[config.mk]
export PLATFORM = sky130hd
export DESIGN_NAME = hcsr04_echo_emulator
export DESIGN_NICKNAME = d
export VERILOG_FILES = /design/src/rtl/hcsr04_echo_emulator.sv
export SDC_FILE = /design/constraint.sdc
export NUM_CORES = 1
export LEC_CHECK = 0
export ABC_AREA = 1
export ABC_CLOCK_PERIOD_IN_PS = 2560
export CAP_MARGIN = 25
export CORE_MARGIN = 1.5
export CORE_UTILIZATION = 40
export DETAILED_ROUTE_END_ITERATION = 16
export GPL_ROUTABILITY_DRIVEN = 0
export SYNTH_ARGS = -nofsm -noshare
export SYNTH_HDL_FRONTEND = slang
export SYNTH_SLANG_ARGS = --single-unit
export TNS_END_PERCENT = 10
[constraint.sdc]
create_clock -name clk -period 2.56 [get_ports clk]
set_input_delay 0.64 -clock clk [delete_from_list [all_inputs] [get_ports clk]]
set_output_delay 0.64 -clock clk [all_outputs]
set_load 0.005 [all_outputs]
[src/rtl/hcsr04_echo_emulator.sv]
// hcsr04_echo_emulator: sensor end of the HC-SR04 trigger/echo protocol.
// Define ECHO_JITTER_EN to add 0..15 cycles of LFSR jitter to non-timeout echoes.
module hcsr04_echo_emulator #(
   parameter int CYCLES_PER_MM  = 294,
   parameter int MIN_TRIG       = 500,
   parameter int ECHO_DELAY     = 10000,
   parameter int MAX_MM         = 4000,
   parameter int TIMEOUT_CYCLES = 1900000,
   parameter int HOLDOFF        = 5000
) (
   input  logic        clk,
   input  logic        rst_n,
   input  logic        trigger,
   input  logic [15:0] distance_mm,
   output logic        echo,
   output logic        busy,
   output logic        trig_err
);
   typedef enum logic [2:0] {IDLE, TRIG, DELAY, ECHO, HOLD} state_t;
   state_t state, state_n;
   logic [1:0] sync;
   logic trig_s, trig_d, busy_n, err_n, timeout;
   logic [23:0] cnt, cnt_n, width, width_n, base_w, new_w;
   assign trig_s = sync[1];
   assign timeout = distance_mm == 16'd0 || 32'(distance_mm) > 32'(MAX_MM);
   assign base_w = timeout ? 24'(TIMEOUT_CYCLES) : 24'(32'(distance_mm) * 32'(CYCLES_PER_MM));
`ifdef ECHO_JITTER_EN
   logic [7:0] lfsr;
   logic accept;
   assign accept = state == TRIG && !trig_s && cnt >= 24'(MIN_TRIG);
   always_ff @(posedge clk or negedge rst_n)
      if (!rst_n) lfsr <= 8'hA5;
      else if (accept) lfsr <= {lfsr[6:0], lfsr[7] ^ lfsr[5] ^ lfsr[4] ^ lfsr[3]};
   assign new_w = timeout ? base_w : base_w + 24'(lfsr[3:0]);
`else
   assign new_w = base_w;
`endif
   always_comb begin
      state_n = state;
      cnt_n = cnt;
      width_n = width;
      busy_n = busy;
      err_n = 1'b0;
      case (state)
         IDLE:
            if (trig_s && !trig_d) begin
               state_n = TRIG;
               cnt_n = 24'd1;
            end
         TRIG:
            if (!trig_s) begin
               if (cnt >= 24'(MIN_TRIG)) begin
                  state_n = DELAY;
                  cnt_n = 24'd1;
                  width_n = new_w;
                  busy_n = 1'b1;
               end else begin
                  state_n = IDLE;
                  err_n = 1'b1;
               end
            end else if (cnt < 24'(MIN_TRIG)) cnt_n = cnt + 24'd1;
         DELAY:
            if (cnt >= 24'(ECHO_DELAY - 1)) begin
               state_n = ECHO;
               cnt_n = 24'd1;
            end else cnt_n = cnt + 24'd1;
         ECHO:
            if (cnt >= width) begin
               state_n = HOLD;
               cnt_n = 24'd1;
            end else cnt_n = cnt + 24'd1;
         HOLD:
            // a trigger still high here must fall before a new rise can be seen in IDLE
            if (cnt < 24'(HOLDOFF)) cnt_n = cnt + 24'd1;
            else if (!trig_s) begin
               state_n = IDLE;
               busy_n = 1'b0;
               cnt_n = 24'd0;
            end
         default: state_n = IDLE;
      endcase
   end
   always_ff @(posedge clk or negedge rst_n)
      if (!rst_n) begin
         sync <= 2'b00;
         trig_d <= 1'b0;
         state <= IDLE;
         cnt <= 24'd0;
         width <= 24'd0;
         busy <= 1'b0;
         echo <= 1'b0;
         trig_err <= 1'b0;
      end else begin
         sync <= {sync[0], trigger};
         trig_d <= trig_s;
         state <= state_n;
         cnt <= cnt_n;
         width <= width_n;
         busy <= busy_n;
         echo <= state_n == ECHO;
         trig_err <= err_n;
      end
endmodule

==> results.toml, run 1 <==
[outcome]
status = "finished, violations left"
violations = "negative setup slack"

[sta]
min_period_ns = 3.10
drv_slew = 0
clock_skew_ns = 0.00424
tightest_slew_ns = 0.729
finalSetupViolCount = 17
setup_ws_ns = -0.541
period_share = 1.21
rsz0062_at_grt = "yes"
hold_ws_ns = 0.351
fin_setup_tns_ns = -6.97
slew_headroom = 0.514
fmax_mhz = 322
finalHoldViolCount = 0

[worst_setup_path]
r2r_slack_ns = 0.39
crit_arrival_ns = 3.30
start_kind = "input port"
endpoint_kind = "register"
worst-setup-path-type = "input port to register"
r2r-start = "cnt[20]"
crit_path_max_fanout = 4
cp.required_ns = 2.75
worstRegToRegCells = 11
rr_endpoint = "cnt[1]"

[yosys]
syn_nets = 1012
synthCells = 872
yosysTopAreaCell = "dfrtp_1"
yosysTopAreaCellShare = 0.224
yosysWarnings = 0
synth_area_per_cell_um2 = 7.18
netlist_top_cells_area = "dfrtp_1 (22%), ha_1 (20%), nand2_1 (13%)"
syn_area_um2 = 6260
synth.distinct_cells = 42
synth_seq_cells = 56
ys_seq_area_frac = 0.224

[global_routing]
antenna_found_initial = 0
grt_first_pass_wirelength_mm = 27.4
grt_start_max_net_pins = 57
track_usage = 0.209
grt_pass1_vias = 5584
globalRoute.totalOverflow = 0

[final_layout]
diodes = 0
final_common_cell = "nand2_1"
final_area_um2 = 8400
final_cell_mix = "nand2_1 (187), inv_1 (144), buf_4 (96)"
finalNetCount = 1127
final.fill_count = 1430
regArea_um2 = 1400
layout-drive-gt1-share = 0.273
syn_to_final_growth_pct = 34.3
postLayoutCoreUtil = 0.551
multi_input_comb_area_um2 = 4920

[floorplanning]
die_x_um = 128
dieHeight_um = 128
initial_core_util = 0.410
io_pins = 22
fp.dieArea_um2 = 16400
coreArea_um2 = 15300
rows = 45

[clocking]
clock_latency_ns = 0.30
cts_tree = "built"
htreeDepth = 2
cts_made_buffers = 5
clock_path_buffers = 2
holdBufCountCts = 0
cts-root-buf = "clkbuf_16"
clkTransAtPathRegs_ns = 0.07
clock-sinks = 56

[worst_hold_path]
min_path_type = "register to register"
hold_path_startpoint = "sync[0]"
whs_path_depth = 0
hold_path_end = "sync[1]"

[detailed_routing]
drtPass1Iterations = 5
drt-initial-drc-count = 392
ant_nets = 0
dr_total_vias = 5747
drc = 0
route.final.wire_length_mm = 16.4
vias_per_cell = 4.79
wl_per_cell_um = 13.7

[pwr]
vdd_drop_max_mv = 0.323
p_leak_nw = 4.48
power_density_nw_per_um2 = 539

[placement]
place_area_um2 = 7660
dp_hpwl_mm = 12.8
io_buffers = 21

[run]
cap_violations = 0
logic make-up after synthesis:
kind of cell / count (synthesis) / synth area share
adder cells (fa/ha/maj): 121 / 0.268
XOR/XNOR: 28 / 0.0392
AO/OA/AOI/OAI: 78 / 0.0724
flip-flops: 56 / 0.224
buffers and inverters: 188 / 0.118
AND/OR/NAND/NOR: 401 / 0.278
sequential cells by signal (all words and copies together) (netlist names):
| register | cells |
|---|---|
| trig_d | 1 |
| width | 23 |
| state | 3 |
| busy | 1 |
| trig_err | 1 |
| sync | 2 |
| echo | 1 |
| cnt | 24 |
where the power goes:
group          switching, mW  internal (mW)  leakage, nW
Sequential            0.0125          0.894        0.672
Combinational           1.54           1.35         3.74
Clock                  0.338          0.391       0.0691
Total                   1.89           2.64         4.48
layout make-up:
| cell class | count | share of cell area |
|---|---|---|
| Inverter | 177 | 0.0823 |
| Sequential cell | 56 | 0.167 |
| Multi-Input combinational cell | 628 | 0.585 |
| Clock buffer | 6 | 0.0165 |
| Clock inverter | 2 | 0.00179 |
| Tap cell | 211 | 0.0314 |
| Timing Repair Buffer | 119 | 0.116 |
critical path, cell delays in order:
cell     delay (ns)
buf_12         0.11
buf_8          0.12
ha_4           0.20
fa_1           0.48
inv_1          0.05
fa_1           0.52
inv_2          0.05
ha_4           0.30
nand2_4        0.07
inv_4          0.06
nand2_4        0.05
nor2_2         0.18
nand4_1        0.18
nand3_2        0.13
nand2_1        0.05
nand3_1        0.06
nand2_1        0.05
worst max-delay path by stage:
stage                      endpoint           start  slack (ns)  cells after the start
final                     width[22]  distance_mm[8]       -0.54                     17
after global routing      width[18]  distance_mm[4]       -0.69                     16
after CTS                 width[11]  distance_mm[5]       -0.63                     14
after detailed placement  width[21]  distance_mm[7]       -1.46                     16
after global placement    width[21]  distance_mm[7]       -1.48                     16
after floorplan           width[18]  distance_mm[9]       -0.52                     15
through the flow:
stage	cells	setup slack [ns]	total power [mW]
2_1_floorplan	872	-0.522	2.36
5_1_grt	1199	-0.686	4.86
6_report	1199	-0.541	4.53
3_3_place_gp	1183	-1.48	3.12
3_5_place_dp	1183	-1.46	3.13
4_1_cts	1197	-0.630	4.20
routing by layer:
layer / GRT usage / vias up / part of all wire / wire (um)
li1: - / 2989 / - / -
met1: 0.322 / 2670 / 0.53 / 8610
met2: 0.321 / 78 / 0.43 / 7080
met3: 0.0217 / 10 / 0.035 / 581
met4: 0.0324 / 0 / 0.0065 / 106
met5: 0 / - / 0 / 0
cell usage after synthesis (all sizes together):
cell and n:
a22o 1, nand2b 1, nor3 6, a21boi 2
nor3b 1, nor4 3, nand2 213, buf 10
a22oi 6, a31o 1, or2 1, a21o 4
o21a 1, o21bai 4, nor2 90, xnor2 9
ha 99, o211ai 1, nand4 23, inv 177
dfrtp 56, o31ai 2, o21ai 24, clkbuf 1
fa 22, a21oi 28, and2 1, nand3 62
o22ai 3, xor2 19, a31oi 1
what timing repair did:
item / in CTS / in global routing
gates resized for setup: 127 / 89
setup buffers: 6 / 5
pin swaps: 60 / 72
setup endpoints to repair: 22 / 18
Note: power is estimated with default switching activity, not from simulation.
==> inputs of run 2 (changes only) <==
Settings changed: CORE_MARGIN 1.5 to 5, REMOVE_ABC_BUFFERS set to 1.
==> results.toml, run 2 (synthesized netlist as in run 1, its figures left out) <==
[sta]
fmax_mhz = 321
finalSetupViolCount = 17
drv_slew = 0
setup_ws_ns = -0.558
fin_setup_tns_ns = -7.63
hold_ws_ns = 0.330
period_share = 1.22
clock_skew_ns = 0.00728
rsz0062_at_grt = "yes"
tightest_slew_ns = 0.553
finalHoldViolCount = 0
min_period_ns = 3.12
slew_headroom = 0.631

[global_routing]
globalRoute.totalOverflow = 0
track_usage = 0.180
grt_first_pass_wirelength_mm = 27.2
antenna_found_initial = 0
grt_start_max_net_pins = 34
grt_pass1_vias = 5882

[worst_setup_path]
start_kind = "input port"
worst-setup-path-type = "input port to register"
slowest_delay_ns = 0.54
endpoint_kind = "register"
critical-path-top-delay-family = "adder cells"
cpMaxStageDelayCell = "fa_1"
crit_path_max_fanout = 5
crit_arrival_ns = 3.30
cp_num_buf_inv = 6
cp.required_ns = 2.74
crit_chain = "buf_12 > inv_6 > ha_4 > fa_1 > inv_2 > fa_1 > inv_2 > ha_4 > nand2_4 > nor2_4 > nand2_1 > o211ai_1 > buf_4 > buf_4 > xor2_1 > a22oi_1"

[clocking]
cts_made_buffers = 5
cts-root-buf = "clkbuf_16"
clock_latency_ns = 0.30
cts_tree = "built"
clock_path_buffers = 2
clkTransAtPathRegs_ns = 0.07
htreeDepth = 2
clock-sinks = 56

[detailed_routing]
route.final.wire_length_mm = 16.1
drtPass1Iterations = 6
wl_per_cell_um = 13.5
drc = 0
dr_total_vias = 5721
ant_nets = 0
vias_per_cell = 4.82
drt-initial-drc-count = 325

[pwr]
p_leak_nw = 4.40
p_sw_mw = 1.82
p_total_mw = 4.51
switching_share = 0.403
p_int_mw = 2.69
seq_power_share = 0.201
p_comb_frac = 0.624
power_density_nw_per_um2 = 548
vdd_drop_max_mv = 0.280
p_clk_frac = 0.176

[final_layout]
final_common_cell = "nand2_1"
syn_to_final_growth_pct = 31.5
largest_register_ffs = 24
top_register = "cnt"
layout-drive-gt1-share = 0.260
diodes = 0
reg.largest.list = "cnt x24, width x23, state x3"
finalNetCount = 1116
fin_cells = 1188
final_cell_mix = "nand2_1 (189), inv_1 (149), buf_4 (82)"

[floorplanning]
rows = 45
io_pins = 22
coreArea_um2 = 15300
fp.dieArea_um2 = 18200
initial_core_util = 0.410
die_x_um = 135
dieHeight_um = 135

[run]
cap_violations = 0

[placement]
dp_cells = 1175
dp_hpwl_mm = 12.7
io_buffers = 21

[worst_hold_path]
min_path_type = "input port to async pin"

[outcome]
violations = "negative setup slack"
status = "finished, violations left"
## run 2: timing repair
action / CTS / global route
gates resized for setup: 215 / 37
hold endpoints to repair: 0 / 0
buffers inserted: 4 / 2
hold buffers: 0 / 0
gates cloned: 0 / 0
setup endpoints to repair: 19 / 18
pin swaps: 70 / 36
## run 2: layer usage
layer	vias to the layer above	global-route usage	wire, um
met4	0	0.0398	302
met1	2632	0.224	7130
met5	-	0	0
met3	28	0.0153	332
li1	2963	-	-
met2	98	0.337	8340
## run 2: per-stage QoR
step,utilization,worst slack [ns],cell area (um2)
final,0.540,-0.558,8230
after global routing,0.540,-0.661,8230
after CTS,0.530,-0.499,8080
after detailed placement,0.477,-1.53,7280
after global placement,0.477,-1.50,7280
after floorplan,-,-0.841,6190
## run 2: power groups by stage
stage | Clock (mW) | Combinational [mW] | Sequential (mW)
floorplan | 0 | 1.12 | 0.919
global placement | 0 | 1.89 | 0.922
detailed placement | 0 | 1.89 | 0.922
CTS | 0.805 | 2.62 | 0.904
global route | 0.840 | 3.09 | 0.906
finish | 0.792 | 2.81 | 0.905
## run 2: final timing paths
kind,start,end,slack (ns),depth (start not counted)
worst min-delay path,rst_n,cnt[7],0.33,1
max in group asynchronous,rst_n,cnt[17],1.67,2
worst max-delay path,distance_mm[8],width[11],-0.56,16
min in group clk,sync[0],sync[1],0.35,0
worst min register to register,sync[0],sync[1],0.35,0
worst max register to register,cnt[19],cnt[9],0.45,11
## run 2: layout make-up
cell class | instances | area, um2
Clock buffer | 6 | 129
Timing Repair Buffer | 108 | 896
Fill cell | 1439 | 7030
Multi-Input combinational cell | 628 | 4830
Sequential cell | 56 | 1400
Inverter | 177 | 674
Tap cell | 211 | 264
Clock inverter | 2 | 38.8
